**config.mk**
```make
export PLATFORM = sky130hd
export DESIGN_NAME = beat_conditioner
export DESIGN_NICKNAME = d
export VERILOG_FILES = /design/src/rtl/beat_pkg.sv /design/src/rtl/sync_2ff.sv /design/src/rtl/beat_conditioner.sv
export SDC_FILE = /design/constraint.sdc
export NUM_CORES = 1
export LEC_CHECK = 0
export ABC_CLOCK_PERIOD_IN_PS = 1000
export BUFFER_PORTS_ARGS = -buffer_cell sky130_fd_sc_hd__buf_4
export CORE_AREA = 2 2 39 41
export CTS_CLUSTER_DIAMETER = 80
export CTS_CLUSTER_SIZE = 24
export DETAILED_ROUTE_END_ITERATION = 12
export DIE_AREA = 0 0 41 43
export GPL_ROUTABILITY_DRIVEN = 1
export PLACE_DENSITY = 0.56
export SLEW_MARGIN = 30
export SYNTH_ARGS = -nofsm -noshare
export SYNTH_HDL_FRONTEND = slang
export SYNTH_HIERARCHICAL = 1
export SYNTH_SLANG_ARGS = --single-unit
```
**constraint.sdc**
```tcl
create_clock -name clk_2 -period 1 [get_ports clk_2]
set_input_delay 0.1 -clock clk_2 [delete_from_list [all_inputs] [get_ports clk_2]]
set_output_delay 0.1 -clock clk_2 [all_outputs]
set_load 0.005 [all_outputs]
```
**src/rtl/beat_pkg.sv**
```systemverilog
// Shared types and default sizing for the beat conditioner and the heartbeat monitor FSM.
package beat_pkg;

  typedef enum logic [1:0] {
    LOW      = 2'd0,
    RISE_CHK = 2'd1,
    HIGH     = 2'd2,
    FALL_CHK = 2'd3
  } beat_state_t;

  localparam int unsigned DEB_CYCLES_DEF = 4;
  localparam int unsigned NBITS_INT_DEF  = 8;

endpackage

```
**src/rtl/sync_2ff.sv**
```systemverilog
// Two-flop synchroniser for a single asynchronous bit, synchronous active-high reset to 0.
module sync_2ff (
  input  logic clk_2,
  input  logic reset,
  input  logic d,
  output logic q
);

  logic meta;

  always_ff @(posedge clk_2) begin
    if (reset) begin
      meta <= 1'b0;
      q    <= 1'b0;
    end else begin
      meta <= d;
      q    <= meta;
    end
  end

endmodule

```
**src/rtl/beat_conditioner.sv**
```systemverilog
// Synchronises and debounces the raw beat switch, emitting one pulse per accepted rising edge.
// Define BEAT_INTERVAL_EN to also measure the beat-to-beat interval in clock cycles.
module beat_conditioner
  import beat_pkg::*;
#(
  parameter int unsigned DEB_CYCLES = DEB_CYCLES_DEF,
  parameter int unsigned NBITS_INT  = NBITS_INT_DEF
) (
  input  logic                 clk_2,
  input  logic                 reset,
  input  logic                 beat_raw,
  output logic                 beat_pulse,
  output logic                 beat_level,
  output logic                 glitch,
  output logic [NBITS_INT-1:0] interval,
  output logic                 interval_valid
);

  localparam int unsigned      CNT_W    = $clog2(DEB_CYCLES + 1);
  localparam logic [CNT_W-1:0] CNT_LAST = CNT_W'(DEB_CYCLES - 1);

  beat_state_t      state, state_nxt;
  logic [CNT_W-1:0] deb_cnt, deb_cnt_nxt;
  logic             beat_s;
  logic             pulse_nxt, glitch_nxt, level_nxt;

  sync_2ff u_sync (
    .clk_2 (clk_2),
    .reset (reset),
    .d     (beat_raw),
    .q     (beat_s)
  );

  // State, counter and registered outputs
  always_ff @(posedge clk_2) begin
    if (reset) begin
      state      <= LOW;
      deb_cnt    <= '0;
      beat_pulse <= 1'b0;
      glitch     <= 1'b0;
      beat_level <= 1'b0;
    end else begin
      state      <= state_nxt;
      deb_cnt    <= deb_cnt_nxt;
      beat_pulse <= pulse_nxt;
      glitch     <= glitch_nxt;
      beat_level <= level_nxt;
    end
  end

  // Next state: a level is accepted only after holding for DEB_CYCLES checks in *_CHK
  always_comb begin
    state_nxt   = state;
    deb_cnt_nxt = deb_cnt;
    pulse_nxt   = 1'b0;
    glitch_nxt  = 1'b0;
    unique case (state)
      LOW: begin
        if (beat_s) begin
          state_nxt   = RISE_CHK;
          deb_cnt_nxt = '0;
        end
      end
      RISE_CHK: begin
        if (!beat_s) begin
          state_nxt   = LOW;
          deb_cnt_nxt = '0;
          glitch_nxt  = 1'b1;
        end else if (deb_cnt == CNT_LAST) begin
          state_nxt   = HIGH;
          deb_cnt_nxt = '0;
          pulse_nxt   = 1'b1;
        end else begin
          deb_cnt_nxt = deb_cnt + CNT_W'(1);
        end
      end
      HIGH: begin
        if (!beat_s) begin
          state_nxt   = FALL_CHK;
          deb_cnt_nxt = '0;
        end
      end
      FALL_CHK: begin
        if (beat_s) begin
          state_nxt   = HIGH;
          deb_cnt_nxt = '0;
          glitch_nxt  = 1'b1;
        end else if (deb_cnt == CNT_LAST) begin
          state_nxt   = LOW;
          deb_cnt_nxt = '0;
        end else begin
          deb_cnt_nxt = deb_cnt + CNT_W'(1);
        end
      end
      default: begin
        state_nxt   = LOW;
        deb_cnt_nxt = '0;
      end
    endcase
    level_nxt = (state_nxt == HIGH) || (state_nxt == FALL_CHK);
  end

`ifdef BEAT_INTERVAL_EN
  localparam logic [NBITS_INT-1:0] INT_MAX = '1;

  logic [NBITS_INT-1:0] int_cnt;
  logic                 first_seen;

  // Interval counter restarts at 1 on each pulse; first pulse after reset only arms it
  always_ff @(posedge clk_2) begin
    if (reset) begin
      int_cnt        <= '0;
      first_seen     <= 1'b0;
      interval       <= '0;
      interval_valid <= 1'b0;
    end else begin
      interval_valid <= 1'b0;
      if (pulse_nxt) begin
        int_cnt    <= NBITS_INT'(1);
        first_seen <= 1'b1;
        if (first_seen) begin
          interval       <= int_cnt;
          interval_valid <= 1'b1;
        end
      end else if (int_cnt != INT_MAX) begin
        int_cnt <= int_cnt + NBITS_INT'(1);
      end
    end
  end
`else
  assign interval       = '0;
  assign interval_valid = 1'b0;
`endif

endmodule

```
==> reports/metrics.yaml, run 1 <==
layout:
  fin_util: 0.382
  fin_cells: 66
  fillerInstances: 140
  fin_area_um2: 528
  drive_gt1_frac: 0.340
  num_antenna_cells: 0
  nNetsFinal: 55
  syn_to_final_growth_pct: 17.2
power:
  p_leak_nw: 0.227
  ir_drop_mv: 0.775
  switchingPower_mw: 0.144
  p_int_mw: 0.534
  clkPwrFrac: 0.400
  p_sw_frac: 0.212
  p_seq_frac: 0.542
  combPwrFrac: 0.058
  p_per_area_nw_per_um2: 1280
synthesis:
  ys_async_sr_fraction: 0
  ys.flop_type: "dfxtp_1"
  synth_area_um2: 450
  ys_seq_area_frac: 0.400
  synth_edf_count: 0
  ys_ff_latch: 9
  syn_avg_cell_area_um2: 11.0
  synth_cell_type_count: 18
  ys.warnings.count: 6
  syn_inst: 41
global_routing:
  grt_usage: 0.0715
  grt-ovfl-total: 0
  first_global_vias: 190
  antenna_found_initial: 0
  grt_max_degree: 14
  grt_pass1_wl_um: 800
sta:
  post-route-period-util: 1.02
  finalSetupViolCount: 2
  period_needed_ps: 1020
  fmax_mhz: 976
  clock_skew_ps: 1.76
  finalHoldViolations: 0
  maxSlewViolCount: 0
  grt_setup_unrepaired: "true"
  setup_ws_ps: -24.8
  hold_slack_ps: 58.3
setup_path:
  start_kind: "register"
  arrival_ps: 1230
  cp-end-kind: "register"
  critical_path_required_ps: 1200
  crit_type: "reg2reg"
  cp_max_fo: 3
place:
  dpl_worst_slack_ps: -7.70
  placed_cell_area_um2: 488
  post-place-cells: 62
  dpl.hpwl_um: 434
  place.gp.congestion: 0.618
  io_buffers: 5
clocking:
  cts_buffers: 3
  cts-root-buf: "clkbuf_4"
  clkSinkCount: 9
  cts_max_level: 1
  clock_latency_ps: 250
  postCtsHoldBufs: 0
  cts_tree: "built"
  clockBufferDepth: 2
  cts.clk_slew.worst_paths_ps: 60
status:
  violations: "negative setup slack"
  status: "complete, but fails checks"
floorplanning:
  die_y_um: 43
  design.die.area_um2: 1760
  fp-row-count: 14
  io_pins: 15
  die_w_um: 41
  coreArea_um2: 1380
  initial_core_util: 0.325
detailed_routing:
  drt_wl_total_um: 615
  drtIter0Drc: 3
  post-route-drc-count: 0
  vias_per_cell: 3.97
  firstDrtPassIters: 2
  wl_per_cell_um: 9.32
  num_vias: 262
  antenna_left: 0
hold_path:
  holdCritPathClass: "in2reg"
run:
  drv_cap: 0
[through the flow]
| stage | setup TNS, ps | total power [mW] |
|---|---|---|
| floorplan | 0 | 0.432 |
| finish | -45.4 | 0.678 |
| global placement | -26.8 | 0.416 |
| CTS | -28.9 | 0.699 |
| detailed placement | -8.61 | 0.416 |
| global route | -162 | 0.717 |
[power by group through the flow]
stage          logic (mW)  registers [mW]  clock network (mW)
2_1_floorplan      0.0543           0.377                   0
3_3_place_gp       0.0377           0.378                   0
3_5_place_dp       0.0379           0.378                   0
4_1_cts            0.0378           0.370               0.291
5_1_grt            0.0445           0.368               0.304
6_report           0.0392           0.368               0.271
[timing repair]
action | 4_1_cts | 5_1_grt
buffers inserted | 0 | 0
pin swaps | 1 | 1
endpoints found under the setup margin | 3 | 5
resized for setup | 2 | 3
[path summary, 6_finish.rpt]
| path | start | endpoint | slack, ps | cells after the start |
|---|---|---|---|---|
| worst min-delay path | beat_raw | u_sync/meta$_SDFF_PP0_ | 60 | 2 |
| worst min register to register | u_sync/meta$_SDFF_PP0_ | u_sync/q$_SDFF_PP0_ | 440 | 1 |
| worst max-delay path | deb_cnt[0]$_SDFFE_PP0P_ | deb_cnt[2]$_SDFFE_PP0P_ | -20 | 3 |
| worst max register to register | deb_cnt[0]$_SDFFE_PP0P_ | deb_cnt[2]$_SDFFE_PP0P_ | -20 | 3 |
[layout make-up]
type,instances,area [um^2],share of cell area
multi-input cells,30,243,0.460
flip-flops and latches,9,186,0.353
repair buffers,7,52.6,0.0995
clock buffers,4,26.3,0.0498
well taps,16,20.0,0.0379
[per-layer routing]
layer / track usage / up-vias / part of all wire
li1: - / 141 / -
met1: 0.0974 / 112 / 0.49
met2: 0.0719 / 9 / 0.44
met3: 0.0628 / 0 / 0.062
met4: 0.0400 / 0 / 0
met5: 0 / - / 0
[placed cells by master (no fill, tap or decap), drive strengths merged, types with 2 or more instances in the layout]
master and n:
and3b 2, buf 7, clkbuf 4, conb 9, dfxtp 9, mux2 2, mux2i 2, nor2b 2
nor3b 4
[cells in the mapped netlist, types with 2 or more instances]
library cell / instances / area share
nor3b_1: 4 / 0.067
and3b_1: 2 / 0.039
mux2_1: 2 / 0.050
buf_4: 9 / 0.15
dfxtp_1: 9 / 0.40
nor2b_1: 2 / 0.028
mux2i_1: 2 / 0.044
[critical path: stages, from the launching register on]
cell	delay [ps]
dfxtp_2	320
ha_2	190
nor4bb_1	270
mux2_4	190
[sequential cells by signal, indices dropped and copies added, names as in the netlist]
register	flops
u_sync/q	1
beat_level	1
u_sync/meta	1
state	1
glitch	1
beat_pulse	1
deb_cnt	3
[cells by family (layout without fill, tap and decap cells)]
group,after synthesis,count (layout),synth area share
xor gates and xnor gates,1,1,0.0361
adders and majority gates,1,1,0.0278
buffers and inverters,10,11,0.175
DFF,9,9,0.400
muxes,4,4,0.0944
other,1,9,0.00833
and+or+nand+nor,15,15,0.258
Power figures use the tool's default switching activity.
==> run 2: changes to the inputs <==
--- a/config.mk
+++ b/config.mk
@@ -5,6 +5,7 @@
 export SDC_FILE = /design/constraint.sdc
 export NUM_CORES = 1
 export LEC_CHECK = 0
+export ABC_AREA = 1
 export ABC_CLOCK_PERIOD_IN_PS = 1000
 export BUFFER_PORTS_ARGS = -buffer_cell sky130_fd_sc_hd__buf_4
 export CORE_AREA = 2 2 39 41
@@ -13,7 +14,7 @@
 export DETAILED_ROUTE_END_ITERATION = 12
 export DIE_AREA = 0 0 41 43
 export GPL_ROUTABILITY_DRIVEN = 1
-export PLACE_DENSITY = 0.56
+export PLACE_DENSITY = 0.53
 export SLEW_MARGIN = 30
 export SYNTH_ARGS = -nofsm -noshare
 export SYNTH_HDL_FRONTEND = slang
==> run 2 against run 1 <==
  * The run now ends clean
  * Combinational power shrank 19%
  * Area after synthesis shrank 9.2%
  * First-iteration DRC count grew to 3.0 times the previous value
  * Non-clock buffer count shrank 2
  * Count of clock-buffer cells in the layout is the same
  * Total power is essentially flat
  * Cell count grew 14%
  * Setup slack gained 110 ps
  * Synthesized cell count grew 24%
  * Utilization shrank 4.7 points
  * Largest power group unchanged
==> reports/metrics.yaml, run 2 <==
layout:
  syn_to_final_growth_pct: 13.1
  final_cell_mix: "conb_1 (9), inv_1 (8), dfxtp_1 (7), nand2_1 (5), buf_4 (5)"
  multiInputGateArea_um2: 166
  register_area_um2: 183
  largest_reg_flops: 3
  nNetsFinal: 64
  fillerInstances: 151
  layout_commonest_cell: "conb_1"
  drive_gt1_frac: 0.254
  fin_cells: 75
  top_register: "deb_cnt"
  num_antenna_cells: 0
sta:
  grt_setup_unrepaired: "true"
  maxSlewViolCount: 0
  fmax_mhz: 1090
  finalHoldViolations: 0
  finalSetupViolCount: 0
  clock_skew_ps: 8.43
  post-route-period-util: 0.918
  period_needed_ps: 918
detailed_routing:
  vias_per_cell: 3.80
  antenna_left: 0
  num_vias: 285
  post-route-drc-count: 0
  firstDrtPassIters: 4
  wl_per_cell_um: 7.05
  drt_wl_total_um: 529
  drtIter0Drc: 9
status:
  status: "complete, no violations"
synthesis:
  synth_top_area_frac: 0.440
  ys.warnings.count: 6
  synth_area_um2: 409
  yosys.area.top_type: "dfxtp_1"
  ys_seq_area_frac: 0.440
  yosys-top-cells-area: "dfxtp_1 (44%), buf_4 (17%), inv_1 (7.3%), nand3_1 (4.9%), nand2_1 (4.6%)"
  ys_ff_latch: 9
  synth_cell_type_count: 15
  ys.flop_type: "dfxtp_1"
  synth_edf_count: 0
  yosys-top-cells-count: "buf_4 (9), dfxtp_1 (9), inv_1 (8)"
  syn_avg_cell_area_um2: 8.02
  ys_async_sr_fraction: 0
  syn_inst: 51
setup_path:
  cp-end-kind: "register"
  rr_startpoint: "deb_cnt[0]$_SDFFE_PP0P_"
  cp_max_fo: 3
  crit_path_end: "beat_level$_SDFF_PP0_"
  reg2reg_slack_ps: 80
  start_kind: "register"
  crit_start: "deb_cnt[0]$_SDFFE_PP0P_"
  arrival_ps: 1100
  reg2reg_to: "beat_level$_SDFF_PP0_"
  critical_path_required_ps: 1180
  r2r_cells: 5
  crit_type: "reg2reg"
floorplanning:
  die_y_um: 43
  coreArea_um2: 1380
  design.die.area_um2: 1760
  initial_core_util: 0.296
  die_w_um: 41
  fp-row-count: 14
  io_pins: 15
global_routing:
  top_usage_layer: "met2"
  antenna_found_initial: 0
  grt_pass1_wl_um: 821
  grt_usage: 0.0757
  first_global_vias: 222
  use_met2: 0.0938
  grt-ovfl-total: 0
  grt_max_degree: 7
  grt_use_met1: 0.0784
  use_met3: 0.0785
power:
  p_total_mw: 0.677
  ir_drop_mv: 0.665
  p_leak_nw: 0.237
  p_per_area_nw_per_um2: 1460
clocking:
  post_cts_buffers: 0
  clkSinkCount: 9
  cts_max_level: 1
  cts-root-buf: "clkbuf_4"
  clockBufferDepth: 2
  cts.clk_slew.worst_paths_ps: 60
  cts_tree: "built"
  cts_buffers: 3
  clock_latency_ps: 260
hold_path:
  whs_path_depth: 2
  holdCritPathClass: "in2reg"
place:
  post-place-cells: 71
  place.gp.congestion: 0.676
  io_buffers: 5
  dpl.hpwl_um: 433
run:
  drv_cap: 0
==> run 2: cell count changes after synthesis, moves of 3 or more <==
cell	previous run	this run
nand2_1	0	5
inv_1	0	8
nor3b_1	4	0
nor2_1	0	4
nand2_2	0	3
nand3_1	0	4
==> run 2: where the power goes <==
| group | leakage (nW) | internal, mW | switching (mW) |
|---|---|---|---|
| Sequential | 0.0741 | 0.364 | 0.00340 |
| Combinational | 0.148 | 0.0108 | 0.0210 |
| Clock | 0.0150 | 0.154 | 0.124 |
==> run 2: through the flow <==
| stage | worst slack [ps] | hold slack, ps | cell area (um^2) | setup TNS [ps] | utilization |
|---|---|---|---|---|---|
| after detailed placement | 34.6 | 306 | 429 | 0 | 0.310 |
| after global routing | -14.9 | 27.9 | 463 | -22.7 | 0.335 |
| after global placement | 72.7 | 300 | 429 | 0 | 0.310 |
| after floorplan | 113 | 169 | 439 | 0 | - |
| after CTS | 28.2 | 30.3 | 455 | 0 | 0.329 |
| final | 81.8 | 36.9 | 463 | 0 | 0.335 |
==> run 2: layout make-up <==
cell class,instances,share of cell area
repair buffers,5,0.0811
clock buffers,4,0.0568
multi-input cells,33,0.359
inverters,8,0.0649
flip-flops and latches,9,0.395
well taps,16,0.0432
==> run 2: worst min path at each step <==
stage / startpoint / endpoint
global placement: beat_raw / u_sync/meta$_SDFF_PP0_
global route: reset / u_sync/q$_SDFF_PP0_
floorplan: reset / deb_cnt[1]$_SDFFE_PP0P_
detailed placement: beat_raw / u_sync/meta$_SDFF_PP0_
finish: reset / u_sync/q$_SDFF_PP0_
CTS: reset / u_sync/q$_SDFF_PP0_
==> run 2: kinds of logic after synthesis <==
family / Yosys count / synth area share
AOI/OAI and AO/OA: 3 / 0.0428
DFF: 9 / 0.440
buffers and inverters: 17 / 0.239
and+or+nand+nor: 20 / 0.239
adders and majority gates: 1 / 0.0306
other: 1 / 0.00917
==> run 2: what timing repair did <==
item,CTS,global route
gates resized for setup,0,3
setup endpoints to repair,0,3
hold endpoints to repair,0,0
hold buffers,0,0
==> run 2: worst max-delay path: stages (launching register included) <==
cell	delay, ps
dfxtp_2	330
ha_1	160
nand2_2	80
nor2_4	110
nand3_1	90
o31ai_1	70
==> run 2: routing by layer <==
layer	up-vias	share of wire
li1	155	-
met1	114	0.42
met2	14	0.43
met3	2	0.12
met4	0	0.023
met5	-	0
==> run 3: changes to the inputs <==
--- a/config.mk
+++ b/config.mk
@@ -9,12 +9,14 @@
 export ABC_CLOCK_PERIOD_IN_PS = 1000
 export BUFFER_PORTS_ARGS = -buffer_cell sky130_fd_sc_hd__buf_4
 export CORE_AREA = 2 2 39 41
+export CTS_BUF_LIST = sky130_fd_sc_hd__clkbuf_4
 export CTS_CLUSTER_DIAMETER = 80
 export CTS_CLUSTER_SIZE = 24
 export DETAILED_ROUTE_END_ITERATION = 12
 export DIE_AREA = 0 0 41 43
 export GPL_ROUTABILITY_DRIVEN = 1
-export PLACE_DENSITY = 0.53
+export PLACE_DENSITY = 0.65
+export RECOVER_POWER = 50
 export SLEW_MARGIN = 30
 export SYNTH_ARGS = -nofsm -noshare
 export SYNTH_HDL_FRONTEND = slang
==> run 3 against run 2 <==
  * Wire length increased by 3.2%
  * First-iteration DRC count decreased by 11%
  * Sequential power about the same
  * Sequential share of layout area about the same
  * Die area unchanged
  * Setup slack got worse by 7.5 ps
  * Utilization increased by 0.27 points
  * Sequential cell count unchanged
  * Hold slack improved by 4.8 ps
  * Global-route usage increased by 1.3 points
  * Clock skew decreased by 2.5 ps
  * Critical path type unchanged
==> reports/metrics.yaml, run 3 (same netlist as run 2, synthesis figures left out) <==
setup_path:
  crit_type: "reg2reg"
  critical_path_required_ps: 1170
  start_kind: "register"
  cp_slowest_stage_delay_ps: 320
  cpMaxStageDelayCell: "dfxtp_2"
  arrival_ps: 1090
  cp_max_fo: 3
  cp.buffers_inverters: 0
  cp_cell_sequence: "ha_1, nand2_2, nor2_4, o31ai_1"
  cp-end-kind: "register"
  cpLargestDelayFamily: "flip-flops"
sta:
  maxSlewViolCount: 0
  clock_skew_ps: 5.90
  hold_slack_ps: 41.7
  finalSetupViolCount: 0
  period_needed_ps: 926
  grt_setup_unrepaired: "false"
  post-route-period-util: 0.926
  finalHoldViolations: 0
  tns_ps: 0
  fmax_mhz: 1080
  setup_ws_ps: 74.3
clocking:
  cts_buffers: 3
  cts_tree: "built"
  clkSinkCount: 9
  clockBufferDepth: 2
  cts-root-buf: "clkbuf_4"
  clock_latency_ps: 260
  post_cts_buffers: 0
  cts_max_level: 1
  postCtsHoldBufs: 0
  cts.clk_slew.worst_paths_ps: 60
global_routing:
  antenna_found_initial: 0
  grt_usage: 0.0887
  grt-ovfl-total: 0
  first_global_vias: 219
  grt_pass1_wl_um: 883
  grt_max_degree: 7
place:
  placed_cell_area_um2: 429
  place.gp.congestion: 0.656
  io_buffers: 5
  post-place-cells: 71
  dpl.hpwl_um: 415
  dpl_worst_slack_ps: 31.9
layout:
  fin_area_um2: 467
  layout_commonest_cell: "conb_1"
  final_cell_mix: "conb_1 (9), inv_1 (8), dfxtp_1 (6), clkbuf_4 (6)"
  fin_util: 0.337
  top_register: "deb_cnt"
  largest_reg_flops: 3
  drive_gt1_frac: 0.288
  fin_cells: 75
  num_antenna_cells: 0
  fillerInstances: 153
  syn_to_final_growth_pct: 14.1
  nNetsFinal: 64
floorplanning:
  io_pins: 15
  design.die.area_um2: 1760
  die_y_um: 43
  coreArea_um2: 1380
  initial_core_util: 0.296
  fp-row-count: 14
  die_w_um: 41
power:
  ir_drop_mv: 0.557
  combPwrFrac: 0.044
  p_total_mw: 0.698
  p_per_area_nw_per_um2: 1500
  clkPwrFrac: 0.428
  switchingPower_mw: 0.144
  p_leak_nw: 0.237
  p_int_mw: 0.554
  p_seq_frac: 0.528
  p_sw_frac: 0.206
run:
  drv_cap: 0
detailed_routing:
  wl_per_cell_um: 7.28
  post-route-drc-count: 0
  vias_per_cell: 3.87
  num_vias: 290
  antenna_left: 0
  firstDrtPassIters: 4
  drtIter0Drc: 8
  drt_wl_total_um: 546
status:
  status: "complete, no violations"
hold_path:
  holdCritPathClass: "in2reg"
run 3: cell count changes in the layout (fill, tap and decap cells not counted), sizes merged:
| cell | before | now |
|---|---|---|
| buf | 5 | 2 |
| clkbuf | 4 | 7 |
run 3: worst register-to-register path: stages, from the launching register on:
cell and delay, ps:
dfxtp_2 320, ha_1 190, nand2_2 90, nor2_4 40, o31ai_1 190
run 3: path summary, 6_finish.rpt:
check / from / endpoint / slack, ps / cells past startpoint
hold / removal: beat_raw / u_sync/meta$_SDFF_PP0_ / 40 / 3
setup / recovery: deb_cnt[0]$_SDFFE_PP0P_ / beat_level$_SDFF_PP0_ / 70 / 4
setup reg to reg: deb_cnt[0]$_SDFFE_PP0P_ / beat_level$_SDFF_PP0_ / 70 / 4
hold reg to reg: u_sync/meta$_SDFF_PP0_ / u_sync/q$_SDFF_PP0_ / 400 / 2
run 3: power groups by stage:
| stage | Combinational, mW | Sequential (mW) | Clock [mW] |
|---|---|---|---|
| after global placement | 0.0318 | 0.375 | 0 |
| after CTS | 0.0325 | 0.368 | 0.318 |
| final | 0.0309 | 0.368 | 0.299 |
| after detailed placement | 0.0323 | 0.376 | 0 |
| after floorplan | 0.0455 | 0.375 | 0 |
| after global routing | 0.0384 | 0.369 | 0.340 |
run 3: final cells by class:
| type | count | area (um^2) | share of cell area |
|---|---|---|---|
| sequential | 9 | 184 | 0.394 |
| clock buffer | 4 | 30.0 | 0.0643 |
| tap | 16 | 20.0 | 0.0429 |
| multi-input combinational | 33 | 169 | 0.362 |
| timing repair buffer | 5 | 33.8 | 0.0724 |
| inverter | 8 | 30.0 | 0.0643 |
run 3: routing by layer:
layer | GRT usage | vias up | wire [um]
li1 | - | 156 | -
met1 | 0.0912 | 121 | 225
met2 | 0.0938 | 11 | 256
met3 | 0.0471 | 2 | 41
met4 | 0.140 | 0 | 22
met5 | 0 | - | 0
run 3: timing repair:
action,CTS,global route
gates resized for setup,0,5
endpoints found under the setup margin,0,3
hold endpoints to repair,0,0
